File: config.mk
export PLATFORM = sky130hd
export DESIGN_NAME = famiclone_probe_flat
export DESIGN_NICKNAME = d
export VERILOG_FILES = /design/src/rtl/famiclone_probe_if.sv /design/src/rtl/famiclone_probe.sv /design/src/flat_wrapper.sv
export SDC_FILE = /design/constraint.sdc
export NUM_CORES = 1
export LEC_CHECK = 0
export ABC_AREA = 1
export CORE_MARGIN = 2
export CORE_UTILIZATION = 25
export DETAILED_ROUTE_END_ITERATION = 7
export PLACE_DENSITY_LB_ADDON = 0.3
export RECOVER_POWER = 100
export SLEW_MARGIN = 0
export SYNTH_ARGS = -nofsm -noshare
export SYNTH_HDL_FRONTEND = slang
export SYNTH_SLANG_ARGS = --single-unit
File: constraint.sdc
create_clock -name m2 -period 2.1 [get_ports m2]
set_clock_uncertainty 0.1 [all_clocks]
set_input_delay 0.42 -clock m2 [delete_from_list [all_inputs] [get_ports m2]]
set_output_delay 0.42 -clock m2 [all_outputs]
set_load 0.02 [all_outputs]
File: src/rtl/famiclone_probe_if.sv
// Console-side PPU probe lines and detector status, bundled for the famiclone probe.
// master = stimulus/console side, slave = the detector itself.
interface famiclone_probe_if;
  logic       ppu_rd_in;
  logic       ppu_a13;
  logic       ppu_not_a13;
  logic [1:0] force_mode;
  logic       init_finished;
  logic       decided;
  logic       new_dendy;
  logic       ground_ciram_ce;
  logic       ground_not_a13;
  logic [1:0] state;

  modport master (
    output ppu_rd_in, ppu_a13, ppu_not_a13, force_mode,
    input  init_finished, decided, new_dendy, ground_ciram_ce, ground_not_a13, state
  );

  modport slave (
    input  ppu_rd_in, ppu_a13, ppu_not_a13, force_mode,
    output init_finished, decided, new_dendy, ground_ciram_ce, ground_not_a13, state
  );
endinterface

File: src/rtl/famiclone_probe.sv
// Power-on console classifier: grounds CIRAM /CE and /A13 for a fixed hold time,
// then votes on PPU reads at both A13 levels to tell classic consoles from new famiclones.
module famiclone_probe #(
  parameter int HOLD_CYCLES  = 15,
  parameter int SAMPLES      = 3,
  parameter int MISMATCH_MIN = 2,
  parameter int TIMEOUT      = 65535,
  parameter int SYNC_STAGES  = 2
) (
  input  logic m2,
  input  logic rst_n,
  famiclone_probe_if.slave bus
);

  localparam int HOLD_W = $clog2(HOLD_CYCLES) + 1;
  localparam int SMP_W  = $clog2(SAMPLES) + 1;
  localparam int MIS_W  = $clog2(2 * SAMPLES) + 1;
  localparam int TO_W   = $clog2(TIMEOUT) + 1;

  localparam logic [HOLD_W-1:0] HOLD_LAST = HOLD_W'(HOLD_CYCLES - 1);
  localparam logic [SMP_W-1:0]  SMP_FULL  = SMP_W'(SAMPLES);
  localparam logic [TO_W-1:0]   TO_LAST   = TO_W'(TIMEOUT - 1);
  localparam logic [31:0]       MIS_THR   = 32'(MISMATCH_MIN);

  // Synchroniser reset levels: bit0 = /RD (idle high), bit1 = A13, bit2 = /A13.
  localparam logic [2:0] SYNC_INIT = 3'b001;

  typedef enum logic [1:0] {
    ST_HOLD    = 2'b00,
    ST_PROBE   = 2'b01,
    ST_DECIDED = 2'b10
  } state_t;

  logic [2:0] async_in;
  logic [2:0] synced;
  logic       rd_s;
  logic       a13_s;
  logic       na13_s;

  assign async_in = {bus.ppu_not_a13, bus.ppu_a13, bus.ppu_rd_in};

  genvar gi;
  generate
    for (gi = 0; gi < 3; gi++) begin : g_sync
      logic [SYNC_STAGES-1:0] chain_q;

      always_ff @(posedge m2 or negedge rst_n) begin
        if (!rst_n) begin
          chain_q <= {SYNC_STAGES{SYNC_INIT[gi]}};
        end else begin
          chain_q <= {chain_q[SYNC_STAGES-2:0], async_in[gi]};
        end
      end

      assign synced[gi] = chain_q[SYNC_STAGES-1];
    end
  endgenerate

  assign rd_s   = synced[0];
  assign a13_s  = synced[1];
  assign na13_s = synced[2];

  state_t              state_q, state_d;
  logic [HOLD_W-1:0]   hold_cnt_q, hold_cnt_d;
  logic [SMP_W-1:0]    lo_cnt_q, lo_cnt_d;
  logic [SMP_W-1:0]    hi_cnt_q, hi_cnt_d;
  logic [MIS_W-1:0]    mis_cnt_q, mis_cnt_d;
  logic [TO_W-1:0]     to_cnt_q, to_cnt_d;
  logic                init_q, init_d;
  logic                decided_q, decided_d;
  logic                new_dendy_q, new_dendy_d;
  logic                ground_q, ground_d;
  logic                rd_prev_q;
  logic                a13_prev_q;

  logic sample_valid;
  logic levels_full;
  logic mis_enough;
  logic sample_mismatch;

  // A read counts only once /RD has been low for two cycles with A13 steady,
  // which rejects single-cycle /RD glitches and address transitions.
  assign sample_valid    = !rd_s && !rd_prev_q && (a13_s == a13_prev_q);
  assign sample_mismatch = (a13_s == na13_s);
  assign levels_full     = (lo_cnt_q == SMP_FULL) && (hi_cnt_q == SMP_FULL);
  assign mis_enough      = (32'(mis_cnt_q) >= MIS_THR);

  always_comb begin
    state_d     = state_q;
    hold_cnt_d  = hold_cnt_q;
    lo_cnt_d    = lo_cnt_q;
    hi_cnt_d    = hi_cnt_q;
    mis_cnt_d   = mis_cnt_q;
    to_cnt_d    = to_cnt_q;
    init_d      = init_q;
    decided_d   = decided_q;
    new_dendy_d = new_dendy_q;
    ground_d    = ground_q;

    case (state_q)
      ST_HOLD: begin
        hold_cnt_d = hold_cnt_q + HOLD_W'(1);
        if (hold_cnt_q == HOLD_LAST) begin
          init_d   = 1'b1;
          ground_d = 1'b0;
          if ((bus.force_mode == 2'b01) || (bus.force_mode == 2'b10)) begin
            state_d     = ST_DECIDED;
            decided_d   = 1'b1;
            new_dendy_d = bus.force_mode[1];
          end else begin
            state_d = ST_PROBE;
          end
        end
      end

      ST_PROBE: begin
        // A completed vote takes priority over a coincident timeout.
        if (levels_full) begin
          state_d     = ST_DECIDED;
          decided_d   = 1'b1;
          new_dendy_d = mis_enough;
        end else if (to_cnt_q == TO_LAST) begin
          state_d     = ST_DECIDED;
          decided_d   = 1'b1;
          new_dendy_d = 1'b0;
        end else begin
          to_cnt_d = to_cnt_q + TO_W'(1);
          if (sample_valid) begin
            if (a13_s) begin
              if (hi_cnt_q != SMP_FULL) begin
                hi_cnt_d = hi_cnt_q + SMP_W'(1);
                if (sample_mismatch) mis_cnt_d = mis_cnt_q + MIS_W'(1);
              end
            end else begin
              if (lo_cnt_q != SMP_FULL) begin
                lo_cnt_d = lo_cnt_q + SMP_W'(1);
                if (sample_mismatch) mis_cnt_d = mis_cnt_q + MIS_W'(1);
              end
            end
          end
        end
      end

      ST_DECIDED: begin
      end

      default: begin
        state_d = ST_HOLD;
      end
    endcase
  end

  always_ff @(posedge m2 or negedge rst_n) begin
    if (!rst_n) begin
      state_q     <= ST_HOLD;
      hold_cnt_q  <= '0;
      lo_cnt_q    <= '0;
      hi_cnt_q    <= '0;
      mis_cnt_q   <= '0;
      to_cnt_q    <= '0;
      init_q      <= 1'b0;
      decided_q   <= 1'b0;
      new_dendy_q <= 1'b0;
      ground_q    <= 1'b1;
      rd_prev_q   <= 1'b1;
      a13_prev_q  <= 1'b0;
    end else begin
      state_q     <= state_d;
      hold_cnt_q  <= hold_cnt_d;
      lo_cnt_q    <= lo_cnt_d;
      hi_cnt_q    <= hi_cnt_d;
      mis_cnt_q   <= mis_cnt_d;
      to_cnt_q    <= to_cnt_d;
      init_q      <= init_d;
      decided_q   <= decided_d;
      new_dendy_q <= new_dendy_d;
      ground_q    <= ground_d;
      rd_prev_q   <= rd_s;
      a13_prev_q  <= a13_s;
    end
  end

  assign bus.init_finished   = init_q;
  assign bus.decided         = decided_q;
  assign bus.new_dendy       = new_dendy_q;
  assign bus.ground_ciram_ce = ground_q;
  assign bus.ground_not_a13  = ground_q;
  assign bus.state           = state_q;

endmodule

File: src/flat_wrapper.sv
// flat-port wrapper written by rule: the top's interface ports become plain ports
module famiclone_probe_flat 
#(
  parameter int HOLD_CYCLES  = 15,
  parameter int SAMPLES      = 3,
  parameter int MISMATCH_MIN = 2,
  parameter int TIMEOUT      = 65535,
  parameter int SYNC_STAGES  = 2
)
  (m2, rst_n, bus_ppu_rd_in, bus_ppu_a13, bus_ppu_not_a13, bus_force_mode, bus_init_finished, bus_decided, bus_new_dendy, bus_ground_ciram_ce, bus_ground_not_a13, bus_state);
  famiclone_probe_if bus_i ();
  input  logic m2;
  input  logic rst_n;
  input wire logic [$bits(bus_i.ppu_rd_in)-1:0] bus_ppu_rd_in;
  input wire logic [$bits(bus_i.ppu_a13)-1:0] bus_ppu_a13;
  input wire logic [$bits(bus_i.ppu_not_a13)-1:0] bus_ppu_not_a13;
  input wire logic [$bits(bus_i.force_mode)-1:0] bus_force_mode;
  output wire logic [$bits(bus_i.init_finished)-1:0] bus_init_finished;
  output wire logic [$bits(bus_i.decided)-1:0] bus_decided;
  output wire logic [$bits(bus_i.new_dendy)-1:0] bus_new_dendy;
  output wire logic [$bits(bus_i.ground_ciram_ce)-1:0] bus_ground_ciram_ce;
  output wire logic [$bits(bus_i.ground_not_a13)-1:0] bus_ground_not_a13;
  output wire logic [$bits(bus_i.state)-1:0] bus_state;
  assign bus_i.ppu_rd_in = bus_ppu_rd_in;
  assign bus_i.ppu_a13 = bus_ppu_a13;
  assign bus_i.ppu_not_a13 = bus_ppu_not_a13;
  assign bus_i.force_mode = bus_force_mode;
  assign bus_init_finished = bus_i.init_finished;
  assign bus_decided = bus_i.decided;
  assign bus_new_dendy = bus_i.new_dendy;
  assign bus_ground_ciram_ce = bus_i.ground_ciram_ce;
  assign bus_ground_not_a13 = bus_i.ground_not_a13;
  assign bus_state = bus_i.state;
  famiclone_probe #(.HOLD_CYCLES(HOLD_CYCLES), .SAMPLES(SAMPLES), .MISMATCH_MIN(MISMATCH_MIN), .TIMEOUT(TIMEOUT), .SYNC_STAGES(SYNC_STAGES)) u_core (.m2(m2), .rst_n(rst_n), .bus(bus_i));
endmodule
==> impl_metrics.env, run 1 <==
export IMPL_status="finished, final reports clean"
export IMPL_num_vias=1774
export IMPL_grt_util_all_layers_pct=9.71
export IMPL_io_pins=14
export IMPL_cts_tree="built"
export IMPL_die_x_um=102
export IMPL_use_met1_pct=13.2
export IMPL_syn_inst=287
export IMPL_finalCritPeriodShare_pct=94.7
export IMPL_hold_class="reg2reg"
export IMPL_synth_distinct_cells=24
export IMPL_cp_slowest_cell="clkdlybuf4s50_1"
export IMPL_maxCapViolCount=0
export IMPL_antenna_found_initial=0
export IMPL_synth_edf_count=0
export IMPL_syn_nets=304
export IMPL_rsz0062_at_grt="false"
export IMPL_synth_top_area_share_pct=44.1
export IMPL_first_pass_iters=4
export IMPL_routed_wl_mm=4.49
export IMPL_power_uw=1970
export IMPL_die_y_um=102
export IMPL_area_delta_synth_final_pct=15.1
export IMPL_drc=0
export IMPL_critPathTopFamily="buffers and inverters"
export IMPL_avgViaCountPerCell=4.07
export IMPL_fmax_mhz=503
export IMPL_busiest_layer="met2"
export IMPL_final_setup_tns_ns=0
export IMPL_crit_path_max_incr_delay_ns=0.62
export IMPL_syn_area_per_cell_um2=8.30
export IMPL_worstMarginPinSlew_ns=1.16
export IMPL_port_buffers=13
export IMPL_rows=35
export IMPL_cts_resized=0
export IMPL_yosysTopAreaCell="dfrtp_1"
export IMPL_power_per_cell_area_mw_per_mm2=720
export IMPL_initial_core_util_pct=25.8
export IMPL_yosysSeqAreaShare_pct=48.5
export IMPL_layout_drive_gt1_share_pct=7.17
export IMPL_grt_pass1_vias=1707
export IMPL_critPathMaxFanout=3
export IMPL_dp_final_hpwl_mm=3.26
export IMPL_crit_chain="clkdlybuf4s50_1"
export IMPL_endpoint_kind="primary output"
export IMPL_grt_pass1_wl_mm=7.92
export IMPL_numCtsBuffers=5
export IMPL_layout_min_cycle_time_ns=1.99
export IMPL_overflow=0
export IMPL_root_buffer="clkbuf_8"
export IMPL_clock_latency_ns=0.29
export IMPL_final_net_count=323
export IMPL_coreArea_mm2=0.00924
export IMPL_power_leakage_uw=0.00132
export IMPL_ys_ff_latch=46
export IMPL_setup_viol=0
export IMPL_cts_setup_buffers=0
export IMPL_ys_top_cells_by_area="dfrtp_1 (44%), nand2_1 (15%), ha_1 (5.3%)"
export IMPL_cp_buffers_inverters=1
export IMPL_synthArstFlopShare_pct=100
export IMPL_crit_arrival_ns=1.47
export IMPL_routedWlPerCell_um=10.3
export IMPL_hold_viol=0
export IMPL_cts_htree_levels=2
export IMPL_dieArea_mm2=0.0103
export IMPL_antenna_cells=0
export IMPL_met2_usage_pct=14.9
export IMPL_peakVddDrop_mv=0.394
export IMPL_cts_sinks=46
export IMPL_detail_route_antenna_nets=0
export IMPL_required_ns=1.58
export IMPL_cts_buffer_depth=2
export IMPL_use_met3_pct=2.48
export IMPL_cts_hold_buffers=0
export IMPL_synth_area_mm2=0.00238
export IMPL_slew_violations=0
export IMPL_clkTransAtPathRegs_ns=0.09
export IMPL_synth_ff_type="dfrtp_1"
export IMPL_gp_congestion=0.736
export IMPL_drt_first_iter_violations=88
export IMPL_relSlewSlack_pct=22.7
export IMPL_yosysWarnings=0
export IMPL_path_class="reg2out"
export IMPL_critPathLaunchType="register"
export IMPL_grt_max_degree=47
==> power by group <==
group	total [µW]	switching, µW	leakage (µW)	internal, µW
registers	1060	80.3	0.000585	980
clock network	654	298	0.0000514	355
logic	260	148	0.000682	112
==> stage by stage <==
stage / utilization (%) / hold slack, ns / cells / area [µm²] / setup WS, ns
6_report: 29.7 / 0.254 / 436 / 2740 / 0.111
5_1_grt: 29.7 / 0.266 / 436 / 2740 / 0.0282
4_1_cts: 30.0 / 0.000496 / 436 / 2770 / 0.108
3_5_place_dp: 28.8 / 0.235 / 428 / 2660 / 0.248
3_3_place_gp: 28.8 / 0.233 / 428 / 2660 / 0.202
2_1_floorplan: - / 0.0244 / 287 / 2380 / 0.412
==> area by class of cell <==
type | count | area (µm²)
tap | 129 | 161
fill | 991 | 6500
multi-input combinational | 206 | 1050
timing repair buffer | 17 | 150
inverter | 30 | 113
clock buffer | 6 | 72.6
clock inverter | 2 | 37.5
sequential | 46 | 1160
==> cell families after synthesis <==
family	count (synthesis)	share of synthesized area (%)
fa+ha+maj	10	5.25
xor+xnor	16	5.88
compound gates	18	3.78
flops	46	48.5
buf+inv	35	6.78
simple gates	162	29.8
==> per-layer routing <==
layer  up-vias  part of all wire [%]
met5         -                     0
met4         0                   1.4
met3         5                   3.9
met2        27                    46
met1       815                    49
li1        927                     -
==> final timing paths <==
| check | startpoint | endpoint | slack [ns] | cells after the start |
|---|---|---|---|---|
| max | u_core.bus.ground_ciram_ce | bus_ground_ciram_ce | 0.11 | 1 |
| min | u_core.g_sync[2].chain_q[0] | u_core.g_sync[2].chain_q[1] | 0.25 | 0 |
| max reg2reg | u_core.lo_cnt_q[0] | u_core.to_cnt_q[14] | 0.18 | 10 |
| min reg2reg | u_core.g_sync[2].chain_q[0] | u_core.g_sync[2].chain_q[1] | 0.25 | 0 |
| max in group asynchronous | rst_n | u_core.to_cnt_q[0] | 0.86 | 2 |
| min in group asynchronous | rst_n | u_core.to_cnt_q[7] | 0.31 | 2 |
==> sequential cells by signal, summed over array words and instances (netlist names), 2 cells and up <==
name	flops
u_core.g_sync.chain_q	6
u_core.hi_cnt_q	3
u_core.bus.state	2
u_core.to_cnt_q	17
u_core.hold_cnt_q	5
u_core.lo_cnt_q	3
u_core.mis_cnt_q	4
==> synth_stat cells, types with 2 or more instances <==
cell and count:
nand2_1 97, dfrtp_1 42, inv_1 28, nor2_1 27, nand3_1 14, o21ai_0 13, ha_1 10, xnor2_1 10
nand3b_1 6, xor2_1 6, nand4_1 5, dfstp_2 4, nand2_2 4, o21ai_1 4, buf_6 3, nor2_4 3
buf_4 2, inv_2 2, nor2_2 2
==> worst register-to-register path: stages (launching register included) <==
cell	delay, ns
dfrtp_1	0.40
ha_1	0.21
ha_1	0.22
nand2_1	0.06
inv_1	0.06
nor2_4	0.10
inv_1	0.07
nor2_4	0.23
clkbuf_2	0.25
nand2_1	0.07
o21ai_1	0.07
==> cells in the final DEF, fill, tap and decap left out, types with 4 or more instances in the layout <==
cell type        synthesis  final
inv_1                   28     29
clkdlybuf4s50_1          0      4
nand2_1                 97     99
nand3b_1                 6      6
nand4_1                  5      5
o21ai_0                 13     16
xor2_1                   6      6
nor2_1                  27     28
dfrtp_1                 42     42
dlygate4sd3_1            0      8
nand3_1                 14     14
xnor2_1                 10     10
ha_1                    10     10
clkbuf_8                 0      5
(Power assumes the default switching activity.)
==> run 2: changes to the inputs <==
clock period = 2.3 ns   (was 2.1 ns; I/O delays follow)
==> run 2 against run 1 <==
Global-route usage is essentially flat. First-iteration DRC count shrank 17%. Cell count is the same. Die area is the same. Highest routed layer unchanged. Combinational power shrank 8.1%. Power shrank 14%. Design area shrank 0.82%. Core utilization shrank 0.24 points. Register-to-register slack gained 0.16 ns. Worst hold slack gained 0.0012 ns. Sequential power shrank 8%. Via count grew 0.96%.
==> impl_metrics.env, run 2 (same netlist as run 1, synthesis figures left out) <==
export IMPL_cts_buffer_depth=2
export IMPL_dieArea_mm2=0.0103
export IMPL_cp_slowest_cell="dlygate4sd3_1"
export IMPL_grt_util_all_layers_pct=9.74
export IMPL_regMostFlops="u_core.to_cnt_q"
export IMPL_antenna_found_initial=0
export IMPL_nFillCells=993
export IMPL_cts_sinks=46
export IMPL_clock_latency_ns=0.30
export IMPL_antenna_cells=0
export IMPL_cts_resized=0
export IMPL_required_ns=1.74
export IMPL_crit_path_max_incr_delay_ns=0.67
export IMPL_routed_wl_mm=4.54
export IMPL_grt_pass1_vias=1782
export IMPL_rsz0062_at_grt="false"
export IMPL_critPathLaunchType="register"
export IMPL_overflow=0
export IMPL_drt_first_iter_violations=73
export IMPL_routedWlPerCell_um=10.4
export IMPL_critPathTopFamily="buffers and inverters"
export IMPL_initial_core_util_pct=25.8
export IMPL_clkTransAtPathRegs_ns=0.09
export IMPL_die_y_um=102
export IMPL_final_cell_mix="nand2_1 (99), dfrtp_1 (42), inv_1 (29), nor2_1 (28), o21ai_0 (17)"
export IMPL_num_vias=1791
export IMPL_path_class="reg2out"
export IMPL_final_net_count=323
export IMPL_fin_util_pct=29.4
export IMPL_power_leakage_uw=0.00132
export IMPL_layout_min_cycle_time_ns=2.07
export IMPL_finalCritPeriodShare_pct=90.1
export IMPL_area_delta_synth_final_pct=14.2
export IMPL_numCtsBuffers=5
export IMPL_layout_drive_gt1_share_pct=7.17
export IMPL_power_per_cell_area_mw_per_mm2=628
export IMPL_cp_buffers_inverters=1
export IMPL_relSlewSlack_pct=47.0
export IMPL_peakVddDrop_mv=0.350
export IMPL_maxCapViolCount=0
export IMPL_timing_hold_ws_ns=0.255
export IMPL_reg_largest_list="u_core.to_cnt_q x17, u_core.g_sync.chain_q x6, u_core.hold_cnt_q x5"
export IMPL_layout_commonest_cell="nand2_1"
export IMPL_die_x_um=102
export IMPL_crit_arrival_ns=1.51
export IMPL_final_setup_tns_ns=0
export IMPL_largest_reg_flops=17
export IMPL_crit_chain="dlygate4sd3_1"
export IMPL_grt_max_degree=21
export IMPL_cts_htree_levels=2
export IMPL_avgViaCountPerCell=4.11
export IMPL_worstMarginPinSlew_ns=0.795
export IMPL_status="finished, final reports clean"
export IMPL_rows=35
export IMPL_hold_viol=0
export IMPL_coreArea_mm2=0.00924
export IMPL_first_pass_iters=4
export IMPL_root_buffer="clkbuf_8"
export IMPL_grt_pass1_wl_mm=8.14
export IMPL_gp_congestion=0.774
export IMPL_setup_viol=0
export IMPL_critPathMaxFanout=3
export IMPL_dp_final_hpwl_mm=3.35
export IMPL_port_buffers=13
export IMPL_cts_tree="built"
export IMPL_endpoint_kind="primary output"
export IMPL_drc=0
export IMPL_detail_route_antenna_nets=0
export IMPL_hold_class="reg2reg"
export IMPL_slew_violations=0
export IMPL_fmax_mhz=483
export IMPL_io_pins=14
==> run 2: cell count changes in the layout (fill, tap and decap cells not counted), moves of 2 or more <==
cell             previous run  this run
clkdlybuf4s50_1             4         2
dfstp_2                     2         4
dlygate4sd3_1               8        11
dfstp_1                     2         0
==> run 2: final cells by class <==
cell class	count	area, µm²	area share [%]
repair buffers	17	151	5.57
well taps	129	161	5.93
inverters	30	113	4.14
flip-flops and latches	46	1160	42.5
clock inverters	2	13.8	0.506
clock buffers	6	72.6	2.67
multi-input cells	206	1050	38.7
==> run 2: final timing paths <==
path                                        startpoint                     endpoint  slack (ns)  cells past startpoint
setup / recovery            u_core.bus.ground_ciram_ce           bus_ground_not_a13        0.23                      1
hold / removal             u_core.g_sync[1].chain_q[0]  u_core.g_sync[1].chain_q[1]        0.26                      0
setup reg to reg                    u_core.lo_cnt_q[0]           u_core.to_cnt_q[9]        0.34                     10
hold reg to reg            u_core.g_sync[1].chain_q[0]  u_core.g_sync[1].chain_q[1]        0.26                      0
min in group asynchronous                        rst_n          u_core.to_cnt_q[14]        0.66                      2
max in group asynchronous                        rst_n  u_core.g_sync[0].chain_q[1]        0.46                      3
==> run 2: metal layers <==
layer | track usage (%) | part of all wire, %
met5 | 0 | 0
met4 | 2.49 | 0.26
met3 | 2.21 | 2.8
met2 | 15.7 | 45
met1 | 13.3 | 51
==> run 2: what timing repair did <==
item / CTS / global route
endpoints found under the hold margin: 12 / 0
hold buffers: 1 / 0
setup buffers: 0 / 0
endpoints found under the setup margin: 0 / 0
==> run 2: per-stage QoR <==
step                      setup slack (ns)  cells  cell area, µm²  power, µW
final                                0.229    436            2720       1710
after global routing                 0.112    436            2720       1820
after CTS                            0.276    436            2740       1750
after detailed placement             0.374    427            2640       1240
after global placement               0.405    427            2640       1240
after floorplan                      0.612    287            2380       1140
==> run 2: where the power goes <==
part           internal [µW]  switching (µW)  total [µW]  leakage (µW)
clock network            215             282         497     0.0000452
registers                895            75.3         970      0.000586
logic                    104             135         239      0.000685
